File: config.mk
export PLATFORM = sky130hd
export DESIGN_NAME = mem_access_unit
export DESIGN_NICKNAME = d
export VERILOG_FILES = /design/src/rtl/mem_access_unit.sv
export SDC_FILE = /design/constraint.sdc
export NUM_CORES = 1
export LEC_CHECK = 0
export ABC_AREA = 1
export BUFFER_PORTS_ARGS = -buffer_cell sky130_fd_sc_hd__buf_2
export CAP_MARGIN = 25
export CORE_AREA = 2 2 144 146
export CTS_BUF_LIST = sky130_fd_sc_hd__clkbuf_8
export CTS_CLUSTER_DIAMETER = 80
export CTS_CLUSTER_SIZE = 30
export DETAILED_ROUTE_END_ITERATION = 8
export DIE_AREA = 0 0 146 148
export GPL_ROUTABILITY_DRIVEN = 0
export GPL_TIMING_DRIVEN = 0
export MAX_ROUTING_LAYER = met4
export PLACE_DENSITY_LB_ADDON = 0.08
export SLEW_MARGIN = 20
export SYNTH_ARGS = -nofsm -noshare
export SYNTH_HDL_FRONTEND = slang
export SYNTH_SLANG_ARGS = --single-unit
File: constraint.sdc
create_clock -name Clk -period 2 [get_ports Clk]
set_clock_uncertainty 0.05 [all_clocks]
set_input_delay 0 -clock Clk [delete_from_list [all_inputs] [get_ports Clk]]
set_output_delay 0 -clock Clk [all_outputs]
set_load 0.05 [all_outputs]
File: src/rtl/mem_access_unit.sv
// -----------------------------------------------------------------------------
// mem_access_unit
//
// Memory-stage access controller. Takes the EX/MEM bundle, services a load or
// store against a variable-latency data memory over a req/ack handshake, holds
// the upstream pipeline with `stall` while an access is outstanding, and
// presents a registered MEM/WB bundle to writeback (bubbles while stalled).
//
// Parameters
//   ACK_TIMEOUT   max BUSY cycles without mem_ack before the access is
//                 abandoned (2..255)
//
// Ports
//   Clk, Rst                  clock, synchronous active-high reset
//   in_ALU_out                address for loads/stores, result for ALU ops
//   in_ReadData_2             store data
//   in_dest_reg               writeback register number
//   in_MemRead/in_MemWrite    memory-op controls from EX/MEM
//   in_MemToReg/in_RegWrite   writeback controls from EX/MEM
//   mem_req/mem_we/mem_addr/mem_wdata   registered request to data memory
//   mem_ack/mem_rdata         completion and load data from data memory
//   stall                     combinational hold for PC, IF/ID, ID/EX, EX/MEM
//   out_*                     registered MEM/WB bundle
//   out_err_timeout           sticky: an access was abandoned for lack of ack
//   out_err_misaligned        sticky: a memory op had a non-word address
// -----------------------------------------------------------------------------
module mem_access_unit #(
  parameter int ACK_TIMEOUT = 15
) (
  input  logic        Clk,
  input  logic        Rst,
  // EX/MEM bundle
  input  logic [31:0] in_ALU_out,
  input  logic [31:0] in_ReadData_2,
  input  logic [4:0]  in_dest_reg,
  input  logic        in_MemRead,
  input  logic        in_MemWrite,
  input  logic        in_MemToReg,
  input  logic        in_RegWrite,
  // data memory
  output logic        mem_req,
  output logic        mem_we,
  output logic [31:0] mem_addr,
  output logic [31:0] mem_wdata,
  input  logic        mem_ack,
  input  logic [31:0] mem_rdata,
  // pipeline hold
  output logic        stall,
  // MEM/WB bundle
  output logic [31:0] out_ALU_out,
  output logic [31:0] out_ReadData,
  output logic [4:0]  out_dest_reg,
  output logic        out_MemToReg,
  output logic        out_RegWrite,
  output logic        out_err_timeout,
  output logic        out_err_misaligned
);

  typedef enum logic [1:0] {
    IDLE = 2'd0,
    BUSY = 2'd1,
    DONE = 2'd2
  } state_t;

  // Counter value at which the last permitted BUSY cycle is reached.
  localparam logic [7:0] LAST_WAIT = 8'(ACK_TIMEOUT - 1);

  state_t      state;
  logic [7:0]  wait_cnt;
  logic [31:0] cap_data;    // load data (or 0) handed to writeback in DONE

  logic mem_op;
  logic misaligned;
  logic start_access;

  assign mem_op       = in_MemRead | in_MemWrite;
  assign misaligned   = (in_ALU_out[1:0] != 2'b00);
  assign start_access = (state == IDLE) && mem_op && !misaligned;

  // Stall covers the IDLE cycle that launches an access plus every BUSY
  // cycle. It is forced low while Rst is high so the reset cycle never holds
  // the pipeline, whatever state the FSM was caught in.
  // NOTE: every signal assigned in always_comb gets a default first, so no
  // path can leave it unassigned and infer a latch.
  always_comb begin
    stall = 1'b0;
    if (!Rst) begin
      stall = start_access || (state == BUSY);
    end
  end

  // NOTE: sequential state is written with non-blocking assignments only, so
  // every register samples the pre-edge values of the others.
  always_ff @(posedge Clk) begin
    if (Rst) begin
      // NOTE: this block holds only flops (no memory arrays), so every
      // register is reset; a Rst during BUSY/DONE simply abandons the access.
      state              <= IDLE;
      wait_cnt           <= 8'd0;
      cap_data           <= 32'd0;
      mem_req            <= 1'b0;
      mem_we             <= 1'b0;
      mem_addr           <= 32'd0;
      mem_wdata          <= 32'd0;
      out_ALU_out        <= 32'd0;
      out_ReadData       <= 32'd0;
      out_dest_reg       <= 5'd0;
      out_MemToReg       <= 1'b0;
      out_RegWrite       <= 1'b0;
      out_err_timeout    <= 1'b0;
      out_err_misaligned <= 1'b0;
    end else begin
      unique case (state)
        IDLE: begin
          if (!mem_op) begin
            // Plain ALU op: straight through in one cycle.
            out_ALU_out  <= in_ALU_out;
            out_dest_reg <= in_dest_reg;
            out_MemToReg <= in_MemToReg;
            out_RegWrite <= in_RegWrite;
            out_ReadData <= 32'd0;
          end else if (misaligned) begin
            // Misaligned access is dropped: no request, and writeback is
            // suppressed so no register picks up a bogus value.
            out_ALU_out        <= in_ALU_out;
            out_dest_reg       <= in_dest_reg;
            out_MemToReg       <= 1'b0;
            out_RegWrite       <= 1'b0;
            out_ReadData       <= 32'd0;
            out_err_misaligned <= 1'b1;
          end else begin
            // Launch the access. Address/data/direction are captured here and
            // not touched again until the next launch, so they stay stable
            // for the whole time mem_req is high. Both MemRead and MemWrite
            // high is treated as a write.
            mem_addr     <= in_ALU_out;
            mem_wdata    <= in_ReadData_2;
            mem_we       <= in_MemWrite;
            mem_req      <= 1'b1;
            wait_cnt     <= 8'd0;
            out_RegWrite <= 1'b0;
            state        <= BUSY;
          end
        end

        BUSY: begin
          out_RegWrite <= 1'b0;  // bubble to writeback while waiting
          if (mem_ack) begin
            // Writes return no data; stores never forward mem_rdata.
            cap_data <= mem_we ? 32'd0 : mem_rdata;
            mem_req  <= 1'b0;
            state    <= DONE;
          end else if (wait_cnt == LAST_WAIT) begin
            cap_data        <= 32'd0;
            out_err_timeout <= 1'b1;
            mem_req         <= 1'b0;
            state           <= DONE;
          end else begin
            wait_cnt <= wait_cnt + 8'd1;
          end
        end

        DONE: begin
          // Upstream has held the EX/MEM bundle stable, so it is still valid.
          out_ALU_out  <= in_ALU_out;
          out_dest_reg <= in_dest_reg;
          out_MemToReg <= in_MemToReg;
          out_RegWrite <= in_RegWrite;
          out_ReadData <= cap_data;
          state        <= IDLE;
        end

        default: begin
          state <= IDLE;
        end
      endcase
    end
  end

endmodule

Word-level counts from Yosys, hierarchy flattened
Cells that the tools add are included.
{"block": "totals", "input_bits": 108, "ff_bits": 181, "wordCells": 78}
{"block": "op_classes", "add_sub_neg": 1, "n_bitwise": 3, "n_eq_ne": 9, "reduce_logical": 18, "mux": 33}
{"operator": "$mux W32", "count": 7}
{"operator": "$pmux W32 S2", "count": 2}
{"operator": "$mux W8", "count": 4}
{"operator": "$pmux W8 S2", "count": 1}
{"operator": "$reduce_and A3 Y1", "count": 4}
{"operator": "$mux W5", "count": 2}
{"operator": "$pmux W5 S2", "count": 1}
{"operator": "$add A8 B1 Y8 const B", "count": 1}
{"operator": "$eq A8 B4 Y1 const B", "count": 1}
{"operator": "$mux W1", "count": 8}
{"operator": "$mux W2", "count": 4}
{"operator": "$ne A2 B2 Y1 const B", "count": 4}
{"operator": "$reduce_bool A2 Y1", "count": 4}
{"operator": "$reduce_and A5 Y1", "count": 1}
{"operator": "$pmux W1 S2", "count": 2}
{"operator": "$pmux W2 S2", "count": 1}
{"operator": "$reduce_and A2 Y1", "count": 2}
{"operator": "$reduce_and A4 Y1", "count": 1}
{"operator": "$ne A3 B2 Y1 const B", "count": 1}
{"operator": "$ne A3 B3 Y1 const B", "count": 1}
{"operator": "$pmux W1 S3", "count": 1}
{"operator": "$reduce_bool A3 Y1", "count": 1}
{"operator": "$eq A2 B1 Y1 const B", "count": 1}
{"operator": "$eq A2 B2 Y1 const B", "count": 1}
{"operator": "6 further kinds", "count": 8}

Depth between registers and ports, before layout
Gate-level depths: netlist of the first run.
{"block": "logic_depth", "depth_word": 5, "mapped_depth": 10}

Least setup slack after synthesis of the first run
No wires, ideal clock.
{"block": "synth_path", "kind": "flip-flop to output port", "startpoint": "register state[0]", "endpoint": "output stall", "path_slack_ns": 0.190, "required_ns": 1.950, "arrival_ns": 1.760, "stages_incl_launch_ff": 7, "path_cell_list": "dfxtp_1 -> inv_1 -> ha_1 -> buf_2 -> nand3_4 -> buf_2 -> a21oi_1"}
{"block": "synth_via", "elab_chain_cells": 5}
{"element": "start: declaration", "line": "68", "text": "state_t state;"}
{"element": "start signal: assignment", "line": "98", "text": "state <= IDLE;"}
{"element": "start signal: assignment", "line": "142", "text": "state <= BUSY;"}
{"element": "start signal: assignment", "line": "152", "text": "state <= DONE;"}
{"element": "$logic_not A2 Y1", "line": "78", "text": "assign start_access = (state == IDLE) && mem_op && !misaligned;"}
{"element": "$logic_and A1 B1 Y1 (2 in series)", "line": "78"}
{"element": "$logic_or A1 B1 Y1 *", "line": "88", "text": "stall = start_access || (state == BUSY);"}
{"element": "$mux W1 *", "line": "87", "text": "if (!Rst) begin"}
{"element": "end: declaration", "line": "48", "text": "output logic stall,"}
Every way passes the cells marked *; elsewhere a longest branch is shown, timed or not.

Worst setup path in the final report of the first run
{"block": "layout_path", "startpoint": "register state[1]", "endpoint": "register out_dest_reg[2]"}
{"block": "layout_via", "elab_chain_cells": 3}
{"element": "$logic_not A2 Y1 / $eq A2 B2 Y1 (equally long branches)", "line": "113", "text": "unique case (state)"}
{"element": "$ne A3 B3 Y1 (no line) / $reduce_bool A2 Y1 (equally long branches)"}
{"element": "$reduce_and A2 Y1 (no line)"}
{"element": "end signal: assignment", "line": "118", "text": "out_dest_reg <= in_dest_reg;"}
{"element": "end signal: assignment", "line": "126", "text": "out_dest_reg <= in_dest_reg;"}
{"element": "end signal: assignment", "line": "166", "text": "out_dest_reg <= in_dest_reg;"}
{"element": "end: declaration", "line": "52", "text": "output logic [4:0] out_dest_reg,"}
Parallel ways exist; a longest one is shown, timed or not.
A chain may end at the register's enable or synchronous reset.

==> results of run 1 <==
[tightest hold or removal path: cells and delay by family]
| family | cells | cell delay, ns |
|---|---|---|
| compound gates | 1 | 0.16 |
| buf+inv | 2 | 0.45 |
[power groups by stage]
| stage | sequential, mW | clock, mW | combinational [mW] |
|---|---|---|---|
| floorplan | 4.43 | 0 | 0.505 |
| global placement | 3.95 | 0 | 1.44 |
| detailed placement | 3.96 | 0 | 1.44 |
| CTS | 3.87 | 2.58 | 1.61 |
| global route | 3.90 | 2.75 | 1.75 |
| finish | 3.87 | 2.50 | 1.61 |
[layout by cell type, fill, tap and decap left out, types with 2 or more instances in the layout]
cell,instances
buf_2,266
nand2_1,230
nor2_1,190
dfxtp_1,180
a21oi_1,108
dlygate4sd3_1,106
inv_1,55
o21ai_0,54
clkbuf_1,20
o21ai_1,19
clkbuf_8,18
nand3_1,11
buf_4,10
buf_6,8
ha_1,6
clkbuf_2,4
clkinvlp_4,4
inv_8,4
inv_2,3
diode_2,2
o21ai_4,2
nor2_4,2
or2_2,2
inv_6,2
clkinv_4,2
[metrics by stage]
stage                     util (%)  cells  setup TNS, ns  setup WS [ns]  instance area, um2
after floorplan                  -    930              0          0.190                6910
after global placement        42.3   1446         -0.762         -0.199                8480
after detailed placement      42.3   1446          -1.21         -0.210                8480
after CTS                     49.6   1584       -0.00395       -0.00395                9940
after global routing          49.8   1589              0        0.00911                9990
final                         49.8   1589              0          0.121                9990
[cells by family after synthesis]
kind of cell,after synthesis,share of synthesized area (%)
DFF,181,52.4
AOI/OAI and AO/OA,185,13.6
buffers and inverters,116,7.81
and+or+nand+nor,442,25.1
adders and majority gates,6,1.09
[final timing paths]
kind         cells past startpoint              end  slack (ns)      from
max                              9  out_dest_reg[2]        0.12  state[1]
min                              3    mem_wdata[24]        0.14       Rst
max reg2reg                      9  out_dest_reg[2]        0.12  state[1]
min reg2reg                      2          mem_req        0.41   mem_req
[metal layers]
layer | vias up | track usage, % | wire length (um)
met3 | 26 | 4.85 | 1100
met2 | 181 | 34.9 | 10600
met4 | 0 | 6.31 | 432
met5 | - | - | 0
met1 | 3122 | 26.0 | 10300
li1 | 3657 | - | -
[layout make-up]
type / count / area (um2)
Antenna cell: 2 / 5.00
Buffer: 59 / 335
Clock buffer: 18 / 248
Clock inverter: 14 / 144
Fill cell: 2120 / 10100
Inverter: 57 / 214
Multi-Input combinational cell: 633 / 2760
Sequential cell: 181 / 3620
Tap cell: 270 / 338
Timing Repair Buffer: 355 / 2320
[repair_timing]
action                                 in CTS  in global routing
setup endpoints to repair                  22                 75
buffers inserted                            0                  3
hold buffers                              106                  0
resized for setup                           5                  8
pin swaps                                   0                  1
endpoints found under the hold margin     136                  0
==> summary.md, run 1 <==
| Metric | Value |
|---|---|
| Combinational Power Share | `between 20% and 30%` |
| Number of global-route vias before repair | `between 6000 and 7000` |
| VDD IR-drop max | `around 0.38 mV` |
| Post-Route WL | `around 22 mm` |
| Hold Crit Class | `in -> reg` |
| Post-synth EDFFs | `0` |
| Least-Margin Pin Slew | `0.684 ns` |
| Share of post-route cells with drive strength above 1 | `between 20% and 30%` |
| Power per cell area | `800 nW/um2` |
| Synthesized area per cell | `7.43 um2` |
| Port Buffer Count | `roughly 250` |
| Chip height | `roughly 150 um` |
| Pint | `5.37 mW` |
| Iteration-0 DRC Markers | `251` |
| Element type at the critical path end | `flop` |
| Antenna Nets Post-Route | `0` |
| Detailed-route via count | `about 7000` |
| Tcrit/Tclk final | `between 90% and 100%` |
| CP max-delay cell | `dfxtp_1` |
| NumNets Final | `approximately 1400` |
| Top_reg_cell synth | `dfxtp_1` |
| Final Setup Violations | `0` |
| Core Box Area | `between 20000 and 25000 um2` |
| Hold Fails Final Rpt | `0` |
| Synth async-reset ratio | `0%` |
| Via-to-Cell Ratio | `roughly 4.4` |
| Placed wire-length estimate | `around 16 mm` |
| Worst path buffer plus inverter count | `4` |
| Num CTS Buffers | `17` |
| Critical Path AT | `roughly 2.2 ns` |
| Crit-path cells | `inv_1, ha_1, buf_4, nand3_4, buf_4, o21ai_4, clkbuf_2, o21ai_0, nor2_1` |
| Post-Syn Instances | `between 900 and 1000` |
| DRC | `0` |
| Initial antenna violation count | `2` |
| P_sw | `between 2 and 3 mW` |
| Die Span X | `roughly 150 um` |
| Distinct cells, synth | `26` |
| Cell taking the most area after synthesis | `dfxtp_1` |
| Max clock buf depth | `2` |
| Syn. warnings | `0` |
| IO Count | `248` |
| Initial Utilization | `around a third` |
| Design Power | `roughly 8 mW` |
| Fin. max-slew vios | `0` |
| Area growth syn-to-layout | `44.5%` |
| Slew margin rel. | `a little over half` |
| GRT Resource Usage Total | `21.2%` |
| Root Driver | `clkbuf_8` |
| Area of the mapped netlist | `between 6000 and 7000 um2` |
| Leak pwr | `around 4.6 nW` |
| Main area contributors after synthesis | `dfxtp_1 (52%), nand2_1 (12%), nor2_1 (10%), a21oi_1 (7.8%), o21ai_0 (3.9%)` |
| Switching share of power | `approximately a third` |
| Grt total ovfl | `0` |
| Global-route wire length before repair | `roughly 35 mm` |
| Die area | `between 20000 and 25000 um2` |
| Syn Nets | `1044` |
| Clk pwr share | `31.3%` |
| Tmin final | `between 1.5 and 2 ns` |
| Count leader, synth | `nand2_1` |
| Sequential area share after synthesis | `around 52%` |
| Critical Path RT | `2.30 ns` |
| Sequential fraction of design power | `between 40% and 50%` |
| H-tree depth | `4` |
| RSZ-0062 raised after global routing | `no` |
| Max-Cap Viols | `0` |
| Cell Rows | `between 50 and 60` |
| Fmax | `~530 MHz` |
| Yosys reg bits | `between 150 and 200` |
| CP Max Fanout | `10` |
| Clk pin slew, worst setup/hold paths | `roughly 0.11 ns` |
| Routed len/inst | `~14 um` |
| Clock sink count | `181` |
| CP delay by family, top | `buffers and inverters` |
| CP most frequent cell | `buf_4` |
| Worst stage delay on the critical path | `around 0.38 ns` |
| WHS | `around 0.14 ns` |
| Crit Path Class | `reg -> reg` |
| Clk Latency, worst-skew pair | `around 0.45 ns` |
| TritonCTS clock tree | `built` |
| Most frequent cells after synthesis | `nand2_1 (230), nor2_1 (190), dfxtp_1 (181)` |
| Largest net degree at the start of global routing | `18` |
| Post-synth top area share | `approximately 52%` |
| Run status | `finished, final reports clean` |
| Drt first pass iters | `4` |
| Critical Path Start Type | `flop` |
No activity file was read; power rests on OpenSTA's default activity.
==> inputs of run 2 (changes only) <==
Settings changed: CELL_PAD_IN_SITES_DETAIL_PLACEMENT set to 2, CELL_PAD_IN_SITES_GLOBAL_PLACEMENT set to 2, CORE_AREA 2 2 144 146 to 2 2 163 165, DIE_AREA 0 0 146 148 to 0 0 165 167.
==> run 2 against run 1 <==
- global-route usage fell by 0.97 points
- clock-buffer cell count down 1
- die area up 28%
- first-iteration DRC count increased by 7.6%
- sequential power about the same
- highest routed layer unchanged
- sequential share of layout area down 0.31 points
- sequential cell count stayed put
- combinational power is 4% higher
- total power is 0.17% lower
- clock power shrank 2%
- worst hold slack worse by 0.012 ns
- fmax rose by 0.49%
==> summary.md, run 2 (synthesis gave the netlist of run 1 again) <==
| Metric | Value |
|---|---|
| Run status | `finished, final reports clean` |
| Chip height | `167 um (+13%)` |
| Element type at the critical path end | `primary output` |
| Clk pin slew, worst setup/hold paths | `0.10 ns (about the same)` |
| Most frequent cells in the layout | `buf_2 (266), nand2_1 (230), nor2_1 (190)` |
| Post-Route WL | `27.0 mm (+20%)` |
| Hold Fails Final Rpt | `0 (unchanged)` |
| Combinational Power Share | `20.9% (+0.7 points)` |
| Max-Cap Viols | `0 (unchanged)` |
| CP most frequent cell | `buf_4` |
| Crit Path Class | `reg -> out` |
| Clk pwr share | `30.5% (-0.8 points)` |
| WHS | `0.127 ns (-0.0121 ns)` |
| Area growth syn-to-layout | `45.9%` |
| Critical Path Start Type | `flop` |
| RSZ-0062 raised after global routing | `no` |
| Tmin final | `1.87 ns (-0.00914 ns)` |
| Via-to-Cell Ratio | `4.45 (+1.3%)` |
| CP Max Fanout | `6 (-4)` |
| Initial antenna violation count | `1 (-1)` |
| Port Buffer Count | `246 (unchanged)` |
| GRT Resource Usage Total | `20.2% (-0.97 points)` |
| Least-Margin Pin Slew | `0.615 ns (-0.0690 ns)` |
| Grt total ovfl | `0 (unchanged)` |
| Initial Utilization | `26.8% (-7.7 points)` |
| Antenna Nets Post-Route | `0 (unchanged)` |
| CP delay by family, top | `buffers and inverters` |
| Flop2flop setup slack | `0.15 ns (+0.03 ns)` |
| Iteration-0 DRC Markers | `270 (+7.6%)` |
| Worst stage delay on the critical path | `0.35 ns (-0.03 ns)` |
| Max clock buf depth | `2 (unchanged)` |
| Slew margin rel. | `59.0% (+4.6 points)` |
| Design Power | `7.98 mW (-0.17%)` |
| TritonCTS clock tree | `built` |
| DRC | `0 (unchanged)` |
| VDD IR-drop max | `0.376 mV (-1.6%)` |
| Cell Rows | `59 (+13%)` |
| Sequential fraction of design power | `48.6% (about the same)` |
| Routed len/inst | `16.3 um (+15%)` |
| Pint | `5.31 mW (-1.1%)` |
| GR Util met1 | `24.2% (-1.8 points)` |
| Die area | `27600 um2 (+28%)` |
| Met3 Use GR | `3.94% (-0.91 points)` |
| Placed wire-length estimate | `19.0 mm (+22%)` |
| Setup ws final | `0.130 ns (+0.00914 ns)` |
| Hold Crit Class | `in -> reg` |
| P_sw | `2.67 mW (+1.8%)` |
| Design Area, Final | `10100 um2 (+0.90%)` |
| Crit-path cells | `inv_1, ha_1, buf_4, nand3_4, buf_8, a21oi_1, buf_4` |
| Tcrit/Tclk final | `93.5% (-0.46 points)` |
| Number of global-route vias before repair | `7852 (+16%)` |
| Fin Setup TNS | `0 ns (unchanged)` |
| Share of post-route cells with drive strength above 1 | `25.5% (+0.094 points)` |
| Die Span X | `165 um (+13%)` |
| Clock sink count | `181 (unchanged)` |
| Worst path buffer plus inverter count | `4 (unchanged)` |
| Critical Path RT | `1.95 ns (-0.35 ns)` |
| CP max-delay cell | `dfxtp_2` |
| Global-route wire length before repair | `42.0 mm (+19%)` |
| Most common cell after layout, fill and taps aside | `buf_2` |
| IO Count | `248 (unchanged)` |
| Pre-CTS WS | `-0.170 ns (+0.0398 ns)` |
| Critical Path AT | `1.82 ns (-0.36 ns)` |
| Met2 GRT Util | `34.0% (-0.88 points)` |
| Final Setup Violations | `0 (unchanged)` |
| Leak pwr | `4.66 nW (+0.35%)` |
| Fmax | `535 MHz (+0.49%)` |
| Switching share of power | `33.5% (+0.63 points)` |
| Grt peak-use layer | `met2` |
| Clk Latency, worst-skew pair | `0.46 ns (about the same)` |
| H-tree depth | `4 (unchanged)` |
| Root Driver | `clkbuf_8` |
| Fin. max-slew vios | `0 (unchanged)` |
| Power per cell area | `792 nW/um2 (-1.1%)` |
| Num CTS Buffers | `17 (unchanged)` |
| Core Box Area | `25800 um2 (+29%)` |
| Drt first pass iters | `4 (unchanged)` |
| Detailed-route via count | `7381 (+5.7%)` |
| NumNets Final | `1421 (+0.21%)` |
| Largest net degree at the start of global routing | `17 (-1)` |
| Placed inst area | `8560 um2 (+0.96%)` |
==> run 2: cell types whose count changed in the layout (fill, tap and decap cells not counted), sizes merged <==
cell / delta
clkbuf: -1
inv: -2
dlygate4sd3: +1
clkinvlp: -2
buf: +2
clkinv: +5
==> run 2: layout make-up <==
type	count	area (um2)
plain buffers	59	343
clock inverters	15	133
multi-input cells	633	2760
diodes	2	5.00
repair buffers	358	2340
flip-flops and latches	181	3630
clock buffers	17	234
fillers	3048	15700
inverters	57	214
well taps	335	419
==> run 2: power by group through the flow <==
stage          clock network [mW]  registers, mW  logic (mW)
2_1_floorplan                   0           4.43       0.505
3_3_place_gp                    0           3.95        1.46
3_5_place_dp                    0           3.96        1.49
4_1_cts                      2.54           3.87        1.67
5_1_grt                      2.69           3.90        1.81
6_report                     2.44           3.87        1.67
==> run 2: timing repair <==
action | CTS | global route
buffers inserted | 0 | 5
setup endpoints to repair | 71 | 13
hold buffers | 107 | 0
pin swaps | 1 | 0
endpoints found under the hold margin | 136 | 0
gates resized for setup | 9 | 5
==> run 2: worst register-to-register path: cells and delay by family (launching register included) <==
family | cells | cell delay, ns
buffers and inverters | 3 | 0.54
adders and majority gates | 1 | 0.19
AOI/OAI and AO/OA | 2 | 0.50
and+or+nand+nor | 1 | 0.15
DFF | 1 | 0.37
==> run 2: final timing paths <==
kind,from,to,cells past startpoint
setup / recovery,state[0],stall,7
hold reg to reg,mem_req,mem_req,2
setup reg to reg,state[0],out_ALU_out[7],7
hold / removal,Rst,mem_wdata[25],3
==> run 2: metrics by stage <==
step | instances | utilization, %
after floorplan | 930 | -
after global placement | 1511 | 33.2
after detailed placement | 1511 | 33.2
after CTS | 1650 | 38.9
after global routing | 1656 | 39.1
final | 1657 | 39.1
==> run 2: per-layer routing <==
layer | up-vias | share of wire, %
met5 | - | 0
li1 | 3653 | -
met2 | 190 | 48
met4 | 0 | 2.1
met3 | 31 | 4.5
met1 | 3507 | 45
